File: config.mk
export PLATFORM = sky130hd
export DESIGN_NAME = adder_arbiter
export DESIGN_NICKNAME = d
export VERILOG_FILES = /design/src/rtl/adder_arbiter.sv
export SDC_FILE = /design/constraint.sdc
export NUM_CORES = 1
export LEC_CHECK = 0
export BUFFER_PORTS_ARGS = -buffer_cell sky130_fd_sc_hd__clkbuf_2
export CAP_MARGIN = 10
export CORE_ASPECT_RATIO = 0.75
export CORE_MARGIN = 2
export CORE_UTILIZATION = 44
export DETAILED_ROUTE_END_ITERATION = 10
export HOLD_SLACK_MARGIN = 0.08
export PLACE_DENSITY = 0.94
export REMOVE_ABC_BUFFERS = 1
export SLEW_MARGIN = 20
export SYNTH_ARGS = -nofsm -noshare
export SYNTH_HDL_FRONTEND = slang
export SYNTH_SLANG_ARGS = --single-unit
File: constraint.sdc
create_clock -name clk -period 11.8 [get_ports clk]
set_clock_uncertainty 0.15 [all_clocks]
set_input_delay 0.59 -clock clk [delete_from_list [all_inputs] [get_ports clk]]
set_output_delay 0.59 -clock clk [all_outputs]
set_load 0.02 [all_outputs]
File: src/rtl/adder_arbiter.sv
// rtl/adder_arbiter.sv - round-robin arbiter sharing one ripple-carry add/sub datapath
// Results are registered in a single-entry EMPTY/FULL output stage with valid/ready handshakes.
module adder_arbiter #(
    parameter int WIDTH = 16,
    parameter int N_REQ = 4,
    parameter int IDW   = (N_REQ > 1) ? $clog2(N_REQ) : 1
) (
    input  logic                   clk,
    input  logic                   rst,
    input  logic [N_REQ-1:0]       req_valid,
    output logic [N_REQ-1:0]       req_ready,
    input  logic [N_REQ*WIDTH-1:0] req_a,
    input  logic [N_REQ*WIDTH-1:0] req_b,
    input  logic [N_REQ-1:0]       req_sub,
    output logic                   rsp_valid,
    input  logic                   rsp_ready,
    output logic [IDW-1:0]         rsp_id,
    output logic [WIDTH-1:0]       rsp_sum,
    output logic                   rsp_carry,
    output logic                   rsp_overflow,
    output logic                   rsp_zero,
    output logic                   rsp_neg
);

    typedef enum logic {EMPTY = 1'b0, FULL = 1'b1} state_t;

    state_t           state, state_next;
    logic [IDW-1:0]   ptr, ptr_next;
    logic [IDW-1:0]   grant;
    logic             found;
    logic             can_accept;
    logic             fire;
    logic [N_REQ-1:0] rot;
    logic [IDW:0]     gsum;
    logic [IDW:0]     gnext;

    assign rsp_valid  = (state == FULL);
    assign can_accept = !rsp_valid || rsp_ready;

    // Rotate requests so bit 0 is the current highest-priority requester.
    always_comb begin
        rot   = N_REQ'({req_valid, req_valid} >> ptr);
        found = 1'b0;
        grant = '0;
        gsum  = '0;
        for (int k = 0; k < N_REQ; k++) begin
            if (!found && rot[k]) begin
                found = 1'b1;
                gsum  = {1'b0, ptr} + (IDW+1)'(k);
                if (gsum >= (IDW+1)'(N_REQ))
                    grant = IDW'(gsum - (IDW+1)'(N_REQ));
                else
                    grant = IDW'(gsum);
            end
        end
    end

    always_comb begin
        req_ready = '0;
        if (found && can_accept && !rst)
            req_ready[grant] = 1'b1;
    end

    assign fire = |(req_valid & req_ready);

    always_comb begin
        gnext    = {1'b0, grant} + (IDW+1)'(1);
        ptr_next = ptr;
        if (fire)
            ptr_next = (gnext == (IDW+1)'(N_REQ)) ? '0 : IDW'(gnext);
    end

    // Shared datapath: operands muxed from the granted requester into one carry chain.
    logic [WIDTH-1:0] op_a, op_b, b_eff, sum;
    logic             op_sub;
    logic [WIDTH:0]   c;

    assign op_a   = req_a[grant*WIDTH +: WIDTH];
    assign op_b   = req_b[grant*WIDTH +: WIDTH];
    assign op_sub = req_sub[grant];
    assign b_eff  = op_b ^ {WIDTH{op_sub}};
    assign c[0]   = op_sub;

    for (genvar i = 0; i < WIDTH; i++) begin : g_cell
        assign sum[i]   = op_a[i] ^ b_eff[i] ^ c[i];
        assign c[i+1]   = (op_a[i] & b_eff[i]) | (c[i] & (op_a[i] ^ b_eff[i]));
    end

    always_comb begin
        state_next = state;
        case (state)
            EMPTY: if (fire) state_next = FULL;
            FULL:  if (rsp_ready && !fire) state_next = EMPTY;
            default: state_next = EMPTY;
        endcase
    end

    always_ff @(posedge clk or posedge rst) begin
        if (rst) begin
            state <= EMPTY;
            ptr   <= '0;
        end else begin
            state <= state_next;
            ptr   <= ptr_next;
        end
    end

    always_ff @(posedge clk or posedge rst) begin
        if (rst) begin
            rsp_id       <= '0;
            rsp_sum      <= '0;
            rsp_carry    <= 1'b0;
            rsp_overflow <= 1'b0;
            rsp_zero     <= 1'b0;
            rsp_neg      <= 1'b0;
        end else if (fire) begin
            rsp_id       <= grant;
            rsp_sum      <= sum;
            rsp_carry    <= c[WIDTH];
            rsp_overflow <= c[WIDTH-1] ^ c[WIDTH];
            rsp_zero     <= (sum == '0);
            rsp_neg      <= sum[WIDTH-1];
        end
    end

endmodule

==> metrics.md <==
| Metric | Value |
|---|---|
| Drt pass-1 iters | `4` |
| Compound-Gate Fraction of Synth Area | `9.78%` |
| WL final | `around 7800 um` |
| Max IR drop VDD | `0.134 mV` |
| Pint | `509 uW` |
| Worst reg2reg endpoint | `rsp_zero$_DFFE_PP0P_` |
| Grt ovf | `0` |
| DR DRC count | `0` |
| Dpl cell area | `0.00354 sq mm` |
| Worst Setup SP | `req_valid[2]` |
| CP most frequent cell | `fa_1` |
| Setup WS pre-CTS | `2000 ps` |
| Worst Path Max Fanout | `26` |
| Worst setup slack after layout | `about 2300 ps` |
| Switching share of power | `about half` |
| Final setup viols | `0` |
| Worst Path Arrival | `approximately 9500 ps` |
| Vias in the first global route | `between 2000 and 3000` |
| Yosys top cell area share | `between 20% and 30%` |
| Sink Count | `24` |
| Slew headroom | `a little under two fifths` |
| Largest family of logic cells by synthesized area | `simple AND/OR/NAND/NOR gates` |
| Setup crit start kind | `primary input` |
| IO Port Bufs | `about 170` |
| P per Cell Area | `between 200 and 300 mW/mm^2` |
| First-pass GRT wire length | `11600 um` |
| Post-synth EDFFs | `0` |
| Synthesized area | `roughly 0.0027 sq mm` |
| Worst path depth | `30` |
| Yosys Warn Count | `0` |
| Cell taking the most area after synthesis | `dfrtp_1` |
| CTS clock-pin slew for the worst setup and hold paths | `roughly 90 ps` |
| Pwr Total | `roughly 1.0 mW` |
| Register bit total from synthesis | `24` |
| Crit path buffers/inverters | `6` |
| CTS max path bufs | `2` |
| Simple-gate share of the synthesized area | `23.7%` |
| Yosys cell types | `41` |
| Top delay family on crit path | `adder cells` |
| Total Routing Usage GR | `about a fifth` |
| Slowest stage delay, CP | `approximately 630 ps` |
| Slew Viols, Final | `0` |
| R2R cell count | `29` |
| Ys flop type | `dfrtp_1` |
| Cell count after synthesis | `about 330` |
| Asr flop ratio synth | `100%` |
| Setup Total Neg Slack | `0 ps` |
| Drt wl/cell | `around 14 um` |
| Sequential share of the synthesized area | `between 20% and 30%` |
| Post-CTS Hold Buffers | `0` |
| Sw Pwr | `about 520 uW` |
| R2R Setup Slk | `between 2000 and 2500 ps` |
| Crit end category | `flip-flop` |
| Clock Power Share | `roughly 7%` |
| Share of layout cells above drive strength 1 | `roughly 39%` |
| I/O pins | `around 170` |
| Full die area | `a little under 0.007 sq mm` |
| Critical Path Sink | `rsp_zero$_DFFE_PP0P_` |
| Commonest cells post-synth | `nand2_1 (97), mux2i_1 (47), o21ai_0 (29), dfrtp_1 (24), nand3_1 (18)` |
| Max cap viols | `0` |
| Max Clk Rate | `roughly 110 MHz` |
| Vias per cell | `about 5.2` |
| Combinational fraction of design power | `78.6%` |
| CTS tree | `done` |
| Cell with the most instances after synthesis | `nand2_1` |
| Kind of critical path | `primary input to flip-flop` |
| Slowest stage cell, crit path | `or4b_1` |
| XOR/XNOR Fraction of Synth Area | `5.47%` |
| Clk_lat worst skew | `about 270 ps` |
| Final worst path period need | `about 9500 ps` |
| WP data required | `between 10000 and 15000 ps` |
| Static leakage | `2.05 nW` |
| Vias | `around 2900` |
| Hold WS | `337 ps` |
| Die H | `72.1 um` |
| Die X | `roughly 95 um` |
| Pin count of the biggest net entering global routing | `54` |
| Syn avg cell area | `8.20 sq um` |
| Post-Synth Adder-Cell Area | `between 10% and 20%` |
| Worst slew pin tran | `roughly 930 ps` |
| Period utilization | `between 80% and 90%` |
| Final hold vios | `0` |
| Post_cts resized | `0` |
| RSZ-0062 raised after global routing | `no` |
| Top post-synthesis cells by area | `dfrtp_1 (22%), mux2i_1 (17%), nand2_1 (13%)` |
| Synth-to-Final Area Change | `32.6%` |
| CTS root buffer | `clkbuf_8` |
| Htree depth | `1` |
| Final GP Congestion | `~0.81` |
| Post-Layout Inst Area | `between 0.003 and 0.004 sq mm` |
| Reg power frac | `around 14%` |
| Initial DRC count | `between 80 and 90` |
| DP Wirelength | `6490 um` |
| Setup bufs post-CTS | `0` |
| Run status | `finished, final reports clean` |
| Worst hold path type | `flip-flop to flip-flop` |
| Site Rows | `24` |
| N_diodes | `0` |
| Core area | `roughly 0.0059 sq mm` |
| Worst r2r src | `ptr[0]$_DFFE_PP0P_` |
| Fin nets | `between 600 and 700` |
| Cts bufs inserted | `3` |
| Initial antenna violation count | `0` |
| Antenna viol nets, final | `0` |
| Mux cell area share after synthesis | `19.8%` |
| Starting Density | `46.3%` |
==> flip-flops by register name (all words and copies together) (netlist names) <==
register,cells
rsp_neg,1
ptr,2
rsp_id,2
rsp_valid,1
rsp_overflow,1
rsp_zero,1
rsp_carry,1
rsp_sum,15
==> routing by layer <==
layer | part of all wire [%] | up-vias | global-route usage [%]
met5 | 0 | - | 0
met4 | 1.2 | 0 | 4.99
met3 | 6.4 | 10 | 2.80
met2 | 51 | 128 | 39.2
met1 | 41 | 1316 | 26.5
li1 | - | 1427 | -
==> worst register-to-register path, delay by kind of cell (launching register included) <==
kind	cells	cell delay, ps
AND/OR/NAND/NOR	7	1980
adder cells (fa/ha/maj)	15	5730
flip-flops	1	380
AO/OA/AOI/OAI	2	310
buffers and inverters	5	800
==> cell families after synthesis <==
| group | after synthesis |
|---|---|
| buffers and inverters | 31 |
| adders and majority gates | 20 |
| xor gates and xnor gates | 17 |
| muxes | 53 |
| AOI/OAI and AO/OA | 44 |
| and+or+nand+nor | 143 |
| DFF | 24 |
==> metrics by stage <==
stage	instances	util (%)
after global placement	554	60.1
final	558	61.4
after detailed placement	554	60.1
after global routing	558	61.4
after CTS	558	61.4
after floorplan	307	-
==> worst min path at each step <==
stage | start | endpoint | slack (ps) | cells after the start
after CTS | rsp_sum[10]$_DFFE_PP0P_ | rsp_sum[10]$_DFFE_PP0P_ | 340 | 2
after floorplan | ptr[0]$_DFFE_PP0P_ | ptr[0]$_DFFE_PP0P_ | 310 | 2
after detailed placement | rsp_sum[10]$_DFFE_PP0P_ | rsp_sum[10]$_DFFE_PP0P_ | 320 | 2
after global routing | rsp_sum[2]$_DFFE_PP0P_ | rsp_sum[2]$_DFFE_PP0P_ | 370 | 2
after global placement | rsp_sum[14]$_DFFE_PP0P_ | rsp_sum[14]$_DFFE_PP0P_ | 310 | 2
final | rsp_sum[10]$_DFFE_PP0P_ | rsp_sum[10]$_DFFE_PP0P_ | 340 | 2
==> cells in the final DEF, fill, tap and decap left out, types with 3 or more instances in the layout <==
cell      instances
mux2_2            6
o21ai_0          29
and2_1            4
clkbuf_2        165
nor2b_1           4
ha_1              5
mux2i_1          47
buf_4             4
xor2_1           15
clkbuf_8          3
inv_1             6
fa_1             15
nand3_1          18
nand2_1          97
dfrtp_1          24
nor4_1            3
==> power by group through the flow <==
stage	logic (mW)	clock network [mW]	registers, mW
after floorplan	0.539	0	0.189
after global placement	0.782	0	0.147
after detailed placement	0.818	0	0.149
after CTS	0.821	0.0740	0.147
after global routing	0.905	0.0777	0.153
final	0.810	0.0725	0.148
==> layout make-up <==
type | count | area, sq um
Clock buffer | 3 | 41.3
Clock inverter | 1 | 30.0
Fill cell | 523 | 2270
Inverter | 6 | 22.5
Multi-Input combinational cell | 277 | 1960
Sequential cell | 24 | 601
Tap cell | 78 | 97.6
Timing Repair Buffer | 169 | 856
Power figures use the tool's default switching activity.
